File: config.mk
export PLATFORM = sky130hd
export DESIGN_NAME = issue_queue_integer_flat
export DESIGN_NICKNAME = d
export VERILOG_FILES = /design/src/rtl/issue_queue_integer_if.sv /design/src/rtl/issue_queue_integer.sv /design/src/flat_wrapper.sv
export SDC_FILE = /design/constraint.sdc
export NUM_CORES = 2
export LEC_CHECK = 0
export CORE_UTILIZATION = 60
export CTS_BUF_LIST = sky130_fd_sc_hd__clkbuf_16
export DETAILED_ROUTE_END_ITERATION = 12
export HOLD_SLACK_MARGIN = 0.12
export PLACE_DENSITY = 0.85
export SLEW_MARGIN = 20
export SYNTH_ARGS = -nofsm -noshare
export SYNTH_HDL_FRONTEND = slang
export SYNTH_SLANG_ARGS = --single-unit
File: constraint.sdc
create_clock -name clk -period 35.8 [get_ports clk]
set_input_delay 7.16 -clock clk [delete_from_list [all_inputs] [get_ports clk]]
set_output_delay 7.16 -clock clk [all_outputs]
set_load 0.02 [all_outputs]
File: src/rtl/issue_queue_integer_if.sv
// issue_queue_integer_if: dispatch, CDB and issue signals between front end, queue and execution unit
interface issue_queue_integer_if #(
  parameter int TAG_WIDTH  = 6,
  parameter int DATA_WIDTH = 32
);
  logic                  dispatch_en_integer;
  logic [4:0]            dispatch_opcode;
  logic [TAG_WIDTH-1:0]  dispatch_rd_tag;
  logic [DATA_WIDTH-1:0] dispatch_rs1_data;
  logic [TAG_WIDTH-1:0]  dispatch_rs1_tag;
  logic                  dispatch_rs1_valid;
  logic [DATA_WIDTH-1:0] dispatch_rs2_data;
  logic [TAG_WIDTH-1:0]  dispatch_rs2_tag;
  logic                  dispatch_rs2_valid;
  logic [DATA_WIDTH-1:0] dispatch_imm;
  logic                  CDB_valid;
  logic [TAG_WIDTH-1:0]  CDB_tag;
  logic [DATA_WIDTH-1:0] CDB_data;
  logic                  issue_ready;
  logic                  issueque_full_integer;
  logic                  issue_valid;
  logic [4:0]            issue_opcode;
  logic [TAG_WIDTH-1:0]  issue_rd_tag;
  logic [DATA_WIDTH-1:0] issue_rs1_data;
  logic [DATA_WIDTH-1:0] issue_rs2_data;
  logic [DATA_WIDTH-1:0] issue_imm;
  modport master (
    output dispatch_en_integer, dispatch_opcode, dispatch_rd_tag,
           dispatch_rs1_data, dispatch_rs1_tag, dispatch_rs1_valid,
           dispatch_rs2_data, dispatch_rs2_tag, dispatch_rs2_valid,
           dispatch_imm, CDB_valid, CDB_tag, CDB_data, issue_ready,
    input  issueque_full_integer, issue_valid, issue_opcode, issue_rd_tag,
           issue_rs1_data, issue_rs2_data, issue_imm
  );
  modport slave (
    input  dispatch_en_integer, dispatch_opcode, dispatch_rd_tag,
           dispatch_rs1_data, dispatch_rs1_tag, dispatch_rs1_valid,
           dispatch_rs2_data, dispatch_rs2_tag, dispatch_rs2_valid,
           dispatch_imm, CDB_valid, CDB_tag, CDB_data, issue_ready,
    output issueque_full_integer, issue_valid, issue_opcode, issue_rd_tag,
           issue_rs1_data, issue_rs2_data, issue_imm
  );
endinterface

File: src/rtl/issue_queue_integer.sv
// issue_queue_integer: collapsing age-ordered issue queue with CDB wakeup for the integer unit
module issue_queue_integer #(
  parameter int DEPTH      = 4,
  parameter int TAG_WIDTH  = 6,
  parameter int DATA_WIDTH = 32
) (
  input logic clk,
  input logic reset,
  issue_queue_integer_if.slave bus
);
  localparam int CW = $clog2(DEPTH + 1);
  localparam int IW = $clog2(DEPTH);
  typedef struct packed {
    logic [4:0]            op;
    logic [TAG_WIDTH-1:0]  rd;
    logic [TAG_WIDTH-1:0]  t1;
    logic [TAG_WIDTH-1:0]  t2;
    logic [DATA_WIDTH-1:0] d1;
    logic [DATA_WIDTH-1:0] d2;
    logic [DATA_WIDTH-1:0] imm;
    logic                  v1;
    logic                  v2;
  } ent_t;
  ent_t q [DEPTH];
  ent_t woke [DEPTH];
  ent_t nq [DEPTH];
  ent_t din;
  logic [CW-1:0] count, widx;
  logic [IW-1:0] sel;
  logic found, iss, acc, full, hit1, hit2;
  assign full = count == CW'(DEPTH);
  assign bus.issueque_full_integer = full;
  assign acc = bus.dispatch_en_integer & ~full;
  assign iss = bus.issue_ready & found;
  assign widx = count - CW'(iss);
  assign hit1 = bus.CDB_valid && bus.CDB_tag == bus.dispatch_rs1_tag && !bus.dispatch_rs1_valid;
  assign hit2 = bus.CDB_valid && bus.CDB_tag == bus.dispatch_rs2_tag && !bus.dispatch_rs2_valid;
  // Oldest occupied entry whose operands were both ready at the last edge
  always_comb begin
    found = 1'b0;
    sel = '0;
    for (int i = DEPTH - 1; i >= 0; i--)
      if (CW'(i) < count && q[i].v1 && q[i].v2) begin
        found = 1'b1;
        sel = IW'(i);
      end
  end
  // Incoming entry, capturing a CDB broadcast that matches a missing source in the same cycle
  always_comb begin
    din.op  = bus.dispatch_opcode;
    din.rd  = bus.dispatch_rd_tag;
    din.t1  = bus.dispatch_rs1_tag;
    din.t2  = bus.dispatch_rs2_tag;
    din.d1  = hit1 ? bus.CDB_data : bus.dispatch_rs1_data;
    din.d2  = hit2 ? bus.CDB_data : bus.dispatch_rs2_data;
    din.imm = bus.dispatch_imm;
    din.v1  = bus.dispatch_rs1_valid | hit1;
    din.v2  = bus.dispatch_rs2_valid | hit2;
  end
  // Wakeup, then collapse over the issued slot, then append the dispatch at the first free slot
  always_comb begin
    for (int i = 0; i < DEPTH; i++) begin
      woke[i] = q[i];
      if (!q[i].v1 && bus.CDB_valid && bus.CDB_tag == q[i].t1) begin
        woke[i].v1 = 1'b1;
        woke[i].d1 = bus.CDB_data;
      end
      if (!q[i].v2 && bus.CDB_valid && bus.CDB_tag == q[i].t2) begin
        woke[i].v2 = 1'b1;
        woke[i].d2 = bus.CDB_data;
      end
    end
    for (int i = 0; i < DEPTH; i++) nq[i] = woke[i];
    for (int i = 0; i < DEPTH - 1; i++)
      if (iss && IW'(i) >= sel) nq[i] = woke[i + 1];
    if (acc) nq[widx[IW-1:0]] = din;
  end
  // Queue storage and occupancy
  always_ff @(posedge clk) begin
    if (reset) count <= '0;
    else begin
      count <= count + CW'(acc) - CW'(iss);
      for (int i = 0; i < DEPTH; i++) q[i] <= nq[i];
    end
  end
  // Registered issue port; data holds when nothing issues
  always_ff @(posedge clk) begin
    if (reset) begin
      bus.issue_valid    <= 1'b0;
      bus.issue_opcode   <= '0;
      bus.issue_rd_tag   <= '0;
      bus.issue_rs1_data <= '0;
      bus.issue_rs2_data <= '0;
      bus.issue_imm      <= '0;
    end else begin
      bus.issue_valid <= iss;
      if (iss) begin
        bus.issue_opcode   <= q[sel].op;
        bus.issue_rd_tag   <= q[sel].rd;
        bus.issue_rs1_data <= q[sel].d1;
        bus.issue_rs2_data <= q[sel].d2;
        bus.issue_imm      <= q[sel].imm;
      end
    end
  end
endmodule
File: src/flat_wrapper.sv
// flat-port wrapper written by rule: the top's interface ports become plain ports
module issue_queue_integer_flat 
#(
  parameter int DEPTH      = 4,
  parameter int TAG_WIDTH  = 6,
  parameter int DATA_WIDTH = 32
)
  (clk, reset, bus_dispatch_en_integer, bus_dispatch_opcode, bus_dispatch_rd_tag, bus_dispatch_rs1_data, bus_dispatch_rs1_tag, bus_dispatch_rs1_valid, bus_dispatch_rs2_data, bus_dispatch_rs2_tag, bus_dispatch_rs2_valid, bus_dispatch_imm, bus_CDB_valid, bus_CDB_tag, bus_CDB_data, bus_issue_ready, bus_issueque_full_integer, bus_issue_valid, bus_issue_opcode, bus_issue_rd_tag, bus_issue_rs1_data, bus_issue_rs2_data, bus_issue_imm);
  issue_queue_integer_if #(.TAG_WIDTH(TAG_WIDTH), .DATA_WIDTH(DATA_WIDTH)) bus_i ();
  input logic clk;
  input logic reset;
  input wire logic [$bits(bus_i.dispatch_en_integer)-1:0] bus_dispatch_en_integer;
  input wire logic [$bits(bus_i.dispatch_opcode)-1:0] bus_dispatch_opcode;
  input wire logic [$bits(bus_i.dispatch_rd_tag)-1:0] bus_dispatch_rd_tag;
  input wire logic [$bits(bus_i.dispatch_rs1_data)-1:0] bus_dispatch_rs1_data;
  input wire logic [$bits(bus_i.dispatch_rs1_tag)-1:0] bus_dispatch_rs1_tag;
  input wire logic [$bits(bus_i.dispatch_rs1_valid)-1:0] bus_dispatch_rs1_valid;
  input wire logic [$bits(bus_i.dispatch_rs2_data)-1:0] bus_dispatch_rs2_data;
  input wire logic [$bits(bus_i.dispatch_rs2_tag)-1:0] bus_dispatch_rs2_tag;
  input wire logic [$bits(bus_i.dispatch_rs2_valid)-1:0] bus_dispatch_rs2_valid;
  input wire logic [$bits(bus_i.dispatch_imm)-1:0] bus_dispatch_imm;
  input wire logic [$bits(bus_i.CDB_valid)-1:0] bus_CDB_valid;
  input wire logic [$bits(bus_i.CDB_tag)-1:0] bus_CDB_tag;
  input wire logic [$bits(bus_i.CDB_data)-1:0] bus_CDB_data;
  input wire logic [$bits(bus_i.issue_ready)-1:0] bus_issue_ready;
  output wire logic [$bits(bus_i.issueque_full_integer)-1:0] bus_issueque_full_integer;
  output wire logic [$bits(bus_i.issue_valid)-1:0] bus_issue_valid;
  output wire logic [$bits(bus_i.issue_opcode)-1:0] bus_issue_opcode;
  output wire logic [$bits(bus_i.issue_rd_tag)-1:0] bus_issue_rd_tag;
  output wire logic [$bits(bus_i.issue_rs1_data)-1:0] bus_issue_rs1_data;
  output wire logic [$bits(bus_i.issue_rs2_data)-1:0] bus_issue_rs2_data;
  output wire logic [$bits(bus_i.issue_imm)-1:0] bus_issue_imm;
  assign bus_i.dispatch_en_integer = bus_dispatch_en_integer;
  assign bus_i.dispatch_opcode = bus_dispatch_opcode;
  assign bus_i.dispatch_rd_tag = bus_dispatch_rd_tag;
  assign bus_i.dispatch_rs1_data = bus_dispatch_rs1_data;
  assign bus_i.dispatch_rs1_tag = bus_dispatch_rs1_tag;
  assign bus_i.dispatch_rs1_valid = bus_dispatch_rs1_valid;
  assign bus_i.dispatch_rs2_data = bus_dispatch_rs2_data;
  assign bus_i.dispatch_rs2_tag = bus_dispatch_rs2_tag;
  assign bus_i.dispatch_rs2_valid = bus_dispatch_rs2_valid;
  assign bus_i.dispatch_imm = bus_dispatch_imm;
  assign bus_i.CDB_valid = bus_CDB_valid;
  assign bus_i.CDB_tag = bus_CDB_tag;
  assign bus_i.CDB_data = bus_CDB_data;
  assign bus_i.issue_ready = bus_issue_ready;
  assign bus_issueque_full_integer = bus_i.issueque_full_integer;
  assign bus_issue_valid = bus_i.issue_valid;
  assign bus_issue_opcode = bus_i.issue_opcode;
  assign bus_issue_rd_tag = bus_i.issue_rd_tag;
  assign bus_issue_rs1_data = bus_i.issue_rs1_data;
  assign bus_issue_rs2_data = bus_i.issue_rs2_data;
  assign bus_issue_imm = bus_i.issue_imm;
  issue_queue_integer #(.DEPTH(DEPTH), .TAG_WIDTH(TAG_WIDTH), .DATA_WIDTH(DATA_WIDTH)) u_core (.clk(clk), .reset(reset), .bus(bus_i));
endmodule
==> impl_metrics.py <==
metrics = {
    "pwr": {
        "ir_drop_mv": 0.0593,
        "power_density_nw_per_um2": 87.4,
        "p_total_mw": 3.28,
        "leakage_nw": 14.7,
    },
    "placed_design": {
        "dpl_cell_area_sq_um": 35400,
        "dp_hpwl_microns": 62000,
        "gp_congestion": 0.914,
        "port_buffers": 272,
    },
    "finish": {
        "layout-drive-gt1-share_pct": 7.57,
        "nNetsFinal": 3515,
        "post-route-util_pct": 69.7,
        "area_growth_pct": 15.0,
        "fill_cells": 3690,
        "stdcell_area_sq_um": 37500,
    },
    "logic_synthesis": {
        "syn_area_per_cell_sq_um": 9.95,
        "syn-cell-area_sq_um": 32600,
        "synth_edf_count": 484,
        "yosysWarnings": 0,
        "async_reset_ff_share_pct": 0,
        "netlist_instances": 3279,
        "ys_ff_latch": 595,
        "ys_seq_area_share_pct": 51.4,
        "synthFlopType": "edfxtp_1",
        "syn_nets": 3449,
        "ys_types": 71,
    },
    "global_route": {
        "grt_first_pass_wirelength_microns": 168000,
        "antenna_found_initial": 11,
        "grt_usage_pct": 39.0,
        "grt_pass1_vias": 29500,
        "gr-total-overflow": 0,
        "grt_max_degree": 159,
    },
    "clock_tree": {
        "root_buffer": "clkbuf_16",
        "cts_made_buffers": 60,
        "clk_latency_ns": 0.65,
        "ctsLongestPathBuffers": 3,
        "cts-resized-gates": 0,
        "clk_pin_slew_worst_paths_ns": 0.06,
        "postCtsSetupBuffers": 0,
        "postCtsHoldBufs": 0,
        "cts_tree": "done",
        "cts.sinks": 595,
        "ctsHtreeMaxLevel": 2,
    },
    "routing": {
        "routed-wl-met2_microns": 49800,
        "firstDrtPassIters": 8,
        "dr_wl_met3_microns": 17900,
        "wl_per_cell_microns": 27.3,
        "routed_via_density": 7.31,
        "vias": 30000,
        "drtAntennaViolNets": 0,
        "finalWirelength_microns": 112000,
        "top_layer": "met5",
        "met1Wirelength_microns": 37700,
        "post-route-drc-count": 0,
        "drtIter0Drc": 5599,
    },
    "outcome": {
        "outcome": "complete, no violations",
    },
    "sta": {
        "setup_tns_ns": 0,
        "holdWs_ns": 0.464,
        "slew_viol_final": 0,
        "tightest_slew_ns": 1.23,
        "rsz0062_at_grt": "false",
        "clock_skew_ns": 0.0351,
        "timing.final.crit_share_pct": 31.9,
        "max_freq_mhz": 87.7,
        "hold_viol": 0,
        "slew_headroom_pct": 18.0,
        "setup_violations": 0,
        "period_needed_ns": 11.40,
    },
    "setup_path": {
        "cp_num_buf_inv": 3,
        "critPathArrivalTime_ns": 11.75,
        "crit_chain": "clkdlybuf4s50_1, o21a_2, ha_1, inv_1, ha_1, and4b_2, buf_4, a21oi_2, nand2b_2, o22ai_1, a211oi_2",
        "critPathMaxStageDelay_ns": 0.75,
        "crit_path_top_delay_cell": "nand2b_2",
        "cp_max_fo": 41,
        "cp-end-kind": "flip-flop",
        "reg2regPathDepth": 14,
        "critPathLaunchType": "input port",
        "cp.depth": 11,
        "required_ns": 36.15,
        "path_delay_family": "compound AO/OA/AOI/OAI gates",
        "cpMostUsedCell": "ha_1",
        "critical_path_class": "in -> reg",
    },
    "hold_path": {
        "hold_depth": 1,
        "holdCritPathClass": "reg -> reg",
    },
    "floorplan": {
        "die_w_microns": 235,
        "core_area_sq_um": 53800,
        "die_h_microns": 235,
        "initial_core_util_pct": 60.6,
        "ioPinCount": 273,
        "num_rows": 85,
        "dieArea_sq_um": 55300,
    },
    "job": {
        "maxCapViolations": 0,
    },
}
-- cell usage after synthesis, drive strengths merged (8+ instances only) --
cell,instances,area [sq um]
a211o,36,315
xnor2,42,368
nor3,16,80.1
o21ai,34,170
nand3,13,65.1
a31o,23,201
nor2b,8,50.1
a22oi,32,240
mux2i,266,2660
a211oi,31,333
xor2,19,174
o221ai,177,1550
o22ai,59,432
or3,131,820
inv,37,139
buf,99,562
dfxtp,111,2220
o221a,29,327
o32a,31,310
nand2,702,2640
edfxtp,484,14500
a31oi,189,1200
nor4,8,110
a21oi,108,548
nor2,309,1160
mux2,8,90.1
clkbuf,216,815
-- path summary, 6_finish.rpt --
path	startpoint	to	slack, ns
setup / recovery	bus_issue_ready	u_core.q[2][58]	24.40
hold / removal	u_core.bus.issue_rs2_data[26]	u_core.bus.issue_rs2_data[26]	0.46
setup reg to reg	u_core.count[1]	u_core.q[2][58]	30.45
hold reg to reg	u_core.bus.issue_rs2_data[26]	u_core.bus.issue_rs2_data[26]	0.46
-- per-layer routing --
layer	global-route usage [%]	vias up
met2	59.7	3024
met5	1.30	-
met1	50.3	14000
met4	22.0	6
met3	10.1	569
li1	-	12400
-- metrics by stage --
step / setup WS (ns) / std cells
floorplan: 14.96 / 3279
global placement: 24.07 / 3977
detailed placement: 23.96 / 3977
CTS: 24.56 / 4091
global route: 24.26 / 4099
finish: 24.40 / 4102
-- flip-flops by register name, indices dropped and copies added, names as in the netlist, named ones only --
register                   cells
u_core.bus.issue_rd_tag        6
u_core.count                   3
u_core.bus.issue_valid         1
u_core.bus.issue_rs2_data     32
u_core.bus.issue_opcode        5
u_core.bus.issue_imm          32
u_core.q                     429
u_core.bus.issue_rs1_data     32
-- final cells by class --
type                       instances  area, sq um  area share, %
antenna                            9         22.5         0.0600
multi-input combinational       2332        14600           38.9
sequential                       595        16800           44.7
clock buffer                      61         1530           4.07
tap                              696          871           2.32
inverter                          37          151          0.404
timing repair buffer             319         3120           8.31
clock inverter                    53          482           1.28
-- logic make-up after synthesis --
logic type	synth area share, %
adder cells (fa/ha/maj)	0.253
XOR/XNOR	1.66
AND/OR/NAND/NOR	15.8
flip-flops	51.4
AO/OA/AOI/OAI	17.8
buffers and inverters	4.64
multiplexers	8.44
-- power by group --
group	total, mW	switching, mW	internal, mW
clock network	0.658	0.279	0.379
registers	1.32	0.200	1.12
logic	1.30	0.784	0.516
total	3.28	1.26	2.01
-- cells in the final DEF (no fill, tap or decap), types with 19 or more instances in the layout --
master | synthesis | layout
o22ai_1 | 49 | 49
edfxtp_1 | 484 | 484
clkdlybuf4s50_1 | 0 | 272
o21ai_0 | 33 | 33
a31oi_1 | 188 | 187
a22oi_1 | 32 | 32
a211oi_2 | 20 | 20
o221a_2 | 19 | 19
o32a_1 | 31 | 31
dfxtp_1 | 111 | 111
o221ai_1 | 177 | 177
mux2i_1 | 266 | 264
xnor2_1 | 42 | 42
a211o_1 | 36 | 36
a21oi_1 | 106 | 102
buf_4 | 2 | 45
nand2_1 | 700 | 696
nor2_1 | 309 | 305
clkbuf_16 | 0 | 61
inv_1 | 37 | 54
or3_1 | 131 | 129
a31o_2 | 23 | 23
No activity file was read; power rests on OpenSTA's default activity.
